<file path="config.mk">
export PLATFORM = sky130hd
export DESIGN_NAME = risk_limit_table
export DESIGN_NICKNAME = d
export VERILOG_FILES = /design/src/rtl/risk_limit_table.sv
export SDC_FILE = /design/constraint.sdc
export NUM_CORES = 1
export LEC_CHECK = 0
export BUFFER_PORTS_ARGS = -buffer_cell sky130_fd_sc_hd__buf_2
export CAP_MARGIN = 20
export CORE_MARGIN = 2
export CORE_UTILIZATION = 42
export DETAILED_ROUTE_END_ITERATION = 10
export GPL_ROUTABILITY_DRIVEN = 0
export PLACE_DENSITY = 0.66
export SLEW_MARGIN = 20
export SYNTH_ARGS = -nofsm -noshare
export SYNTH_HDL_FRONTEND = slang
export SYNTH_SLANG_ARGS = --single-unit
</file>
<file path="constraint.sdc">
create_clock -name clk -period 20 [get_ports clk]
set_clock_uncertainty 0.15 [all_clocks]
set_input_delay 2 -clock clk [delete_from_list [all_inputs] [get_ports clk]]
set_output_delay 2 -clock clk [all_outputs]
set_load 0.1 [all_outputs]
</file>
<file path="src/rtl/risk_limit_table.sv">
// risk_limit_table: per-client pre-trade limit/accumulator table, one
// read-modify-write transaction in flight (ORDER/SET_MAX/CLEAR/QUERY).
// Ports: clk, rst (sync, active-high); req_* valid/ready request channel
// (op, client, amount); rsp_* valid/ready response channel (status, client,
// post-op max/accum/defined). Optional build macro RISK_STATS_EN adds
// saturating stat_accepted / stat_rejected ORDER counters.
module risk_limit_table #(
  parameter int CLIENTS = 32,
  parameter int AMT_W   = 16,
  parameter int ID_W    = (CLIENTS > 1) ? $clog2(CLIENTS) : 1
) (
  input  logic             clk,
  input  logic             rst,
  input  logic             req_valid,
  output logic             req_ready,
  input  logic [1:0]       req_op,
  input  logic [ID_W-1:0]  req_client,
  input  logic [AMT_W-1:0] req_amount,
  output logic             rsp_valid,
  input  logic             rsp_ready,
  output logic [1:0]       rsp_status,
  output logic [ID_W-1:0]  rsp_client,
  output logic [AMT_W-1:0] rsp_max,
  output logic [AMT_W-1:0] rsp_accum,
  output logic             rsp_defined
`ifdef RISK_STATS_EN
  ,
  output logic [31:0]      stat_accepted,
  output logic [31:0]      stat_rejected
`endif
);

  localparam logic [1:0] OP_ORDER = 2'b00;
  localparam logic [1:0] OP_SET   = 2'b01;
  localparam logic [1:0] OP_CLEAR = 2'b10;
  localparam logic [1:0] OP_QUERY = 2'b11;

  localparam logic [1:0] ST_OK      = 2'b00;
  localparam logic [1:0] ST_LIMIT   = 2'b01;
  localparam logic [1:0] ST_NOLIMIT = 2'b10;
  localparam logic [1:0] ST_BADID   = 2'b11;

  localparam logic [ID_W:0]   NCLI = (ID_W+1)'(CLIENTS);
  localparam logic [ID_W-1:0] LAST = ID_W'(CLIENTS - 1);

  typedef enum logic [2:0] {
    S_INIT,
    S_IDLE,
    S_READ,
    S_EXEC,
    S_RESP
  } state_t;

  state_t state;

  logic [AMT_W-1:0] mem_max   [CLIENTS];
  logic [AMT_W-1:0] mem_accum [CLIENTS];
  logic             mem_def   [CLIENTS];

  logic [ID_W-1:0]  idx;
  logic [1:0]       op_q;
  logic [ID_W-1:0]  client_q;
  logic [AMT_W-1:0] amount_q;
  logic             bad_q;
  logic [AMT_W-1:0] cur_max;
  logic [AMT_W-1:0] cur_accum;
  logic             cur_def;

  logic [AMT_W:0]   sum;
  logic [AMT_W-1:0] nxt_max;
  logic [AMT_W-1:0] nxt_accum;
  logic             nxt_def;
  logic [1:0]       nxt_status;
  logic             wr;
  logic             client_bad;

  assign client_bad = ({1'b0, client_q} >= NCLI);

  // Execute stage: derive the post-operation entry and status.
  always_comb begin
    sum        = {1'b0, cur_accum} + {1'b0, amount_q};
    nxt_max    = cur_max;
    nxt_accum  = cur_accum;
    nxt_def    = cur_def;
    nxt_status = ST_OK;
    wr         = 1'b0;
    if (bad_q) begin
      nxt_status = ST_BADID;
      nxt_max    = '0;
      nxt_accum  = '0;
      nxt_def    = 1'b0;
    end else begin
      unique case (op_q)
        OP_ORDER: begin
          if (!cur_def) begin
            nxt_status = ST_NOLIMIT;
          end else if (sum > {1'b0, cur_max}) begin
            // includes any carry into bit AMT_W
            nxt_status = ST_LIMIT;
          end else begin
            nxt_accum = sum[AMT_W-1:0];
            wr        = 1'b1;
          end
        end
        OP_SET: begin
          nxt_max = amount_q;
          nxt_def = 1'b1;
          wr      = 1'b1;
        end
        OP_CLEAR: begin
          nxt_accum = '0;
          wr        = 1'b1;
        end
        OP_QUERY: begin
          wr = 1'b0;
        end
        default: begin
          wr = 1'b0;
        end
      endcase
    end
  end

  always_ff @(posedge clk) begin
    if (rst) begin
      state       <= S_INIT;
      idx         <= '0;
      req_ready   <= 1'b0;
      rsp_valid   <= 1'b0;
      rsp_status  <= '0;
      rsp_client  <= '0;
      rsp_max     <= '0;
      rsp_accum   <= '0;
      rsp_defined <= 1'b0;
      op_q        <= '0;
      client_q    <= '0;
      amount_q    <= '0;
      bad_q       <= 1'b0;
      cur_max     <= '0;
      cur_accum   <= '0;
      cur_def     <= 1'b0;
    end else begin
      unique case (state)
        S_INIT: begin
          mem_max[idx]   <= '0;
          mem_accum[idx] <= '0;
          mem_def[idx]   <= 1'b0;
          if (idx == LAST) begin
            state     <= S_IDLE;
            req_ready <= 1'b1;
          end else begin
            idx <= idx + 1'b1;
          end
        end
        S_IDLE: begin
          if (req_valid) begin
            op_q      <= req_op;
            client_q  <= req_client;
            amount_q  <= req_amount;
            req_ready <= 1'b0;
            state     <= S_READ;
          end
        end
        S_READ: begin
          bad_q <= client_bad;
          if (client_bad) begin
            cur_max   <= '0;
            cur_accum <= '0;
            cur_def   <= 1'b0;
          end else begin
            cur_max   <= mem_max[client_q];
            cur_accum <= mem_accum[client_q];
            cur_def   <= mem_def[client_q];
          end
          state <= S_EXEC;
        end
        S_EXEC: begin
          if (wr) begin
            mem_max[client_q]   <= nxt_max;
            mem_accum[client_q] <= nxt_accum;
            mem_def[client_q]   <= nxt_def;
          end
          rsp_status  <= nxt_status;
          rsp_client  <= client_q;
          rsp_max     <= nxt_max;
          rsp_accum   <= nxt_accum;
          rsp_defined <= nxt_def;
          rsp_valid   <= 1'b1;
          state       <= S_RESP;
        end
        S_RESP: begin
          if (rsp_ready) begin
            rsp_valid <= 1'b0;
            req_ready <= 1'b1;
            state     <= S_IDLE;
          end
        end
        default: begin
          state <= S_INIT;
          idx   <= '0;
        end
      endcase
    end
  end

`ifdef RISK_STATS_EN
  always_ff @(posedge clk) begin
    if (rst) begin
      stat_accepted <= '0;
      stat_rejected <= '0;
    end else if (state == S_EXEC && op_q == OP_ORDER) begin
      if (nxt_status == ST_OK) begin
        if (stat_accepted != 32'hFFFF_FFFF)
          stat_accepted <= stat_accepted + 32'd1;
      end else begin
        if (stat_rejected != 32'hFFFF_FFFF)
          stat_rejected <= stat_rejected + 32'd1;
      end
    end
  end
`endif

endmodule

</file>
== Word-level counts from Yosys, hierarchy flattened ==
Memory sizes are Yosys's and may differ from the RTL's. A register that Yosys moved wholly into a read port is not among the register bits.
Cells that the tools add are included.

* Register bits after elaboration: 73
* Bits in writable memories: 1056
* Input bits: 27
* Output and inout bits: 42
* Logic and storage cells: 84
* Memories: 3

* $add $sub $neg: 2
* Order comparisons: 1
* Equality and inequality tests: 12
* Muxes and demuxes: 39
* Bitwise operators: 1
* Reductions and logical operators: 14

{| class="wikitable"
|+ Memory list
! memory !! depth !! bits a word !! read ports !! clocked after memory_dff !! write ports !! RTL line !! RTL
|-
| mem_accum || 32 || 16 || 1 || 1 || 1 || 57 || <nowiki>logic [AMT_W-1:0] mem_accum [CLIENTS];</nowiki>
|-
| mem_max || 32 || 16 || 1 || 1 || 1 || 56 || <nowiki>logic [AMT_W-1:0] mem_max [CLIENTS];</nowiki>
|-
| mem_def || 32 || 1 || 1 || 1 || 1 || 58 || <nowiki>logic mem_def [CLIENTS];</nowiki>
|}

{| class="wikitable"
|+ Operator list
! cell !! count
|-
| 2-to-1 mux 16 bit || 5
|-
| one-hot mux 16 bit (2 select lines) || 1
|-
| OR reduction 16 bit || 2
|-
| 2-to-1 mux 5 bit || 4
|-
| 2-to-1 mux 1 bit || 19
|-
| adder 16 x 16 -> 17 bit || 1
|-
| greater-than comparator 17 x 16 -> 1 bit || 1
|-
| one-hot mux 3 bit (5 select lines) || 1
|-
| one-hot mux 5 bit (2 select lines) || 1
|-
| 2-to-1 mux 3 bit || 3
|-
| != test 2 bit (second input constant) || 4
|-
| equality test 3 x 2 -> 1 bit (second input constant) || 2
|-
| one-hot mux 1 bit (3 select lines) || 2
|-
| AND reduction 2 bit || 3
|-
| adder 5 x 1 -> 5 bit (second input constant) || 1
|-
| equality test 5 bit (second input constant) || 1
|-
| equality test 2 bit (second input constant) || 2
|-
| 2-to-1 mux 2 bit || 2
|-
| AND reduction 4 bit || 1
|-
| OR reduction 4 bit || 1
|-
| equality test 3 x 1 -> 1 bit (second input constant) || 1
|-
| equality test 3 bit (second input constant) || 1
|-
| zero test 3 bit || 1
|-
| AND reduction 3 bit || 1
|-
| 8 further kinds || 8
|}

== Depth between registers and ports, before layout ==
* Depth in word-level cells: 11
* Depth in mapped cells: 21
* Depth with buffers taken out: 19

== Worst setup path before layout ==
No wires, ideal clock.

* Path kind: reg2reg
* Start point: reg amount_q[0]
* End point: mem mem_accum[12][0], enable pin
* Library setup time: 476 ps
* Data arrival time: 6209 ps
* Data required time: 19374 ps
* Path slack: 13165 ps
* Cell stages (with the launch flop): 21
* Buffers on the path: 2
* Clock period less this slack: 6835 ps
* Cells stage by stage: dfxtp_1 ha_1 inv_1 fa_1 nor2b_4 o31ai_4 a2111oi_4 o21ai_2 a21oi_1 o21ai_0 and2_1 ha_1 nand2_1 nor4_1 a41oi_1 o31ai_4 o2111a_1 nor2_1 buf_4 buf_2 o32ai_1

* Longest elaborated chain between the ends: 11
* Elaborated cells between the ends (all ways): 12
* Classes of those cells: add/sub: 1; order compare: 1; mux: 9; reduce/logical: 1

{| class="wikitable"
|+ Ends and longest elaborated chain
! what !! RTL line !! RTL
|-
| start: declaration || 63 || <nowiki>logic [AMT_W-1:0] amount_q;</nowiki>
|-
| start signal: assignment || 159 || <nowiki>amount_q <= req_amount;</nowiki>
|-
| adder 16 x 16 -> 17 bit (*) || 81 || <nowiki>sum = {1'b0, cur_accum} + {1'b0, amount_q};</nowiki>
|-
| greater-than comparator 17 x 16 -> 1 bit (*) || 97 || <nowiki>end else if (sum > {1'b0, cur_max}) begin</nowiki>
|-
| 2-to-1 mux 1 bit (*) || 97 ||
|-
| 2-to-1 mux 1 bit (*) || 95 || <nowiki>if (!cur_def) begin</nowiki>
|-
| one-hot mux 1 bit (3 select lines) (*) || 93 || <nowiki>unique case (op_q)</nowiki>
|-
| 2-to-1 mux 1 bit (*) || 178 || <nowiki>if (wr) begin</nowiki>
|-
| 2-to-1 mux 1 bit (*) || 143 || <nowiki>unique case (state)</nowiki>
|-
| 2-to-1 mux 1 bit (*) || 125 || <nowiki>if (rst) begin</nowiki>
|-
| 2-to-1 mux 1 bit (implied by the code) (*) || 180 || <nowiki>mem_accum[client_q] <= nxt_accum;</nowiki>
|-
| OR reduction 16 bit (no source line) || - ||
|-
| 2-to-1 mux 5 bit (no source line) or 2-to-1 mux 1 bit (tied branches) || - ||
|-
| end: declaration || 57 ||
|}

Every way passes the cells marked *; elsewhere a longest branch is shown, timed or not.

== Final worst setup path ==
* Start point: reg amount_q[0]
* End point: mem mem_accum[23][7], enable pin

Same word-level chain as after synthesis.

==> out/qor.csv <==
metric;value;unit
register clock-pin slew on the reported worst setup and hold paths;0.06;ns
DIE AREA;112000;sq um
FP Rows;121;
Root Driver;clkbuf_16;
Setup Viol. Count Final;0;
sequential area share after synthesis;0.736;
critical path required time;20.21;ns
Synth cell types;71;
clock sink count;1162;
port buffer count;68;
Synth Area in Compound Gates;0.0316;
Avg WL per Cell;28.8;microns
Post-Synth Adder-Cell Area;0.0105;
Fill cells;8697;
main flop type after synthesis;edfxtp_1;
Mapped Area;46000;sq um
final critical-path required period;6.94;ns
Seq. cell area;33900;sq um
Worst setup SP type;flop;
Tcrit/Tclk final;0.347;
reg2reg end;mem_accum[23][7]$_DFFE_PP_;
hold_ws;0.308;ns
Internal Pwr Total;3.78;mW
largest net degree at the start of global routing;97;
Slew @ Worst Pin;1.06;ns
CTS tree;yes;
most area-consuming cells after synthesis;edfxtp_1 (69%), mux4_2 (16%), dfxtp_1 (4.6%);
area of the multi-input gates;11900;sq um
main combinational cell family by area after synthesis;multiplexers;
post-DP HPWL;67100;microns
Synth top area share;0.690;
Die Width;335;microns
Initial Utilization;0.423;
first-pass GRT wire length;164000;microns
Vias;23100;
Slew HR;0.291;
CTS H-tree depth;3;
fin. max-slew vios;0;
Synth Register Bits;1162;
Setup crit start;amount_q[0]$_SDFFE_PP0P_;
post-placement cell count;3705;
clock group share of total power;0.429;
LEAKAGE;14.1;nW
R2R depth;21;
I/O pin count;69;
Finished Layout Cells;3911;
Post-synth top cells;edfxtp_1 (1056), mux4_2 (330), nor2_1 (127);
clk_lat worst skew;0.71;ns
DRC Markers;0;
remaining antenna violation count;0;
CTS Buf Count;110;
CP endpoint;mem_accum[23][7]$_DFFE_PP_;
Syn Nets;2331;
GRT Util Overall;0.202;
Worst Setup End Kind;flop;
Max Freq;144;MHz
VDD IR-drop max;0.0726;mV
kind of critical path;flop to flop;
total wire length;113000;microns
Ys Warns;0;
RSZ-0062 raised after global routing;false;
Setup TNS Final;0;ns
Gate Count Post-Synth;2266;
n_diodes;0;
r2r setup slk;13.06;ns
Flop pwr share;0.559;
power density cells;90.0;nW/um^2
post-CTS setup buffer count;0;
Area Growth Syn to Fin;13.6;%
DR iter-0 viols;2621;
total iterations of the first detailed-routing run;5;
initial antenna violation count;2;
status;finished, final reports clean;
GRT Residual Overflow;0;
Switching Power;926;uW
sw frac;0.197;
layout cells sized above 1;0.285;
vias in the first global route;23400;
Post-synth EDFFs;1056;
Post-CTS Hold Buffers;0;
Worst Path Arrival;7.15;ns
Final Hold Viols;0;
Via-to-Cell Ratio;5.91;
CORE AREA;109000;sq um
crit-path max FO;24;
worst r2r src;amount_q[0]$_SDFFE_PP0P_;
Synth Area per Inst;20.3;sq um
mux cell area share after synthesis;0.176;
Post-Synth XOR/XNOR Area;0.00190;
Post-CTS Resized;0;
MaxCap Viol Count;0;
Post-synth ARST share;0;
die height;335;microns
simple-gate share of the synthesized area;0.0288;
biggest area consumer among synthesized cells;edfxtp_1;
Final nets;2469;
clk buf depth;3;
min-delay worst type;flop to flop;
power share of the combinational group;0.012;
most common cell in the netlist;edfxtp_1;
state kept, by name, summed over array words and instances (netlist names), 3 cells and up:
name / flops
cur_accum: 16
rsp_client: 5
amount_q: 16
mem_accum: 512
mem_max: 512
rsp_accum: 16
rsp_max: 16
idx: 5
mem_def: 32
cur_max: 16
state: 3
client_q: 5
worst min-delay path by stage:
stage                                    start                    endpoint  depth (start not counted)
finish              rsp_status[0]$_SDFFE_PP0P_  rsp_status[0]$_SDFFE_PP0P_                          2
global route        rsp_status[1]$_SDFFE_PP0P_  rsp_status[1]$_SDFFE_PP0P_                          2
CTS                 rsp_status[0]$_SDFFE_PP0P_  rsp_status[0]$_SDFFE_PP0P_                          2
detailed placement  rsp_status[0]$_SDFFE_PP0P_  rsp_status[0]$_SDFFE_PP0P_                          2
global placement    rsp_client[3]$_SDFFE_PP0P_  rsp_client[3]$_SDFFE_PP0P_                          2
floorplan                 op_q[1]$_SDFFE_PP0P_        op_q[1]$_SDFFE_PP0P_                          2
per-layer routing:
layer	vias up	track usage	part of all wire
met5	-	0	0.00030
met4	4	0.0521	0.021
met3	165	0.0342	0.080
met2	965	0.325	0.48
met1	12300	0.288	0.42
li1	9653	-	-
placed cells by master, fill, tap and decap left out, types with 4 or more instances in the layout:
cell       Yosys  final
nor2_1       127    124
inv_1         33     33
clkbuf_16      0    112
and2_1        15     15
o22ai_4        0     22
dfxtp_4        0      5
o21ai_0        8      8
mux2i_1       62     62
nor3_1         7      7
clkbuf_8       0      4
nor3b_1        6      5
inv_6          0      5
dfxtp_1      106    101
nand3_1        8      8
clkbuf_1      67     24
nor2_4         1      4
nand3b_1       8      8
buf_2         37     67
edfxtp_1    1056   1056
mux4_2       330    330
nand4_1        4      4
bufinv_16      0      7
a211oi_1      64     64
a21oi_1       59     58
nand2b_1       9      8
ha_1          37     37
or3_1          5      5
o32ai_4        0      6
nand2_1       82     82
xnor2_1        9      9
buf_4          1     87
clkinv_1       0     25
or2_1          5      5
clkinv_2       0     22
power by group through the flow:
stage / Clock (mW) / Sequential, mW / Combinational, mW
3_5_place_dp: 0 / 2.68 / 0.0562
2_1_floorplan: 0 / 2.68 / 0.0272
3_3_place_gp: 0 / 2.68 / 0.0532
4_1_cts: 2.05 / 2.63 / 0.0563
6_report: 2.02 / 2.63 / 0.0561
5_1_grt: 2.14 / 2.63 / 0.0585
through the flow:
step | setup WS (ns) | cell area [sq um] | power (mW) | util
finish | 13.06 | 52300 | 4.70 | 0.481
detailed placement | 13.17 | 48700 | 2.74 | 0.448
global route | 12.76 | 52300 | 4.83 | 0.481
CTS | 13.10 | 52200 | 4.74 | 0.480
floorplan | 13.17 | 46000 | 2.71 | -
global placement | 13.18 | 48700 | 2.73 | 0.448
cell type report:
type / instances / area share
sequential: 1162 / 0.648
clock inverter: 64 / 0.0103
timing repair buffer: 159 / 0.0207
inverter: 33 / 0.00237
clock buffer: 141 / 0.0565
tap: 1414 / 0.0339
multi-input combinational: 938 / 0.229
kinds of logic (layout without fill, tap and decap cells):
kind of cell	after synthesis	count (layout)
AOI/OAI and AO/OA	203	203
xor gates and xnor gates	10	10
adders and majority gates	38	38
buffers and inverters	166	397
DFF	1162	1162
muxes	396	396
and+or+nand+nor	291	291
worst max-delay path, stage by stage, from the launching register on:
cell and delay, ns:
dfxtp_1 0.37, ha_1 0.21, inv_1 0.07, fa_1 0.44, nor2b_4 0.17, o31ai_4 0.10
a2111oi_4 0.40, o21ai_2 0.15, a21oi_1 0.17, o21ai_0 0.11, and2_1 0.16, ha_1 0.29
nand2_1 0.08, nor4_1 0.37, a21boi_0 0.36, o31ai_4 0.13, o2111a_1 0.21, nor2_4 0.66
buf_4 0.47, mux2_1 0.45, o22ai_4 0.58, buf_4 0.45
Power figures use the tool's default switching activity.
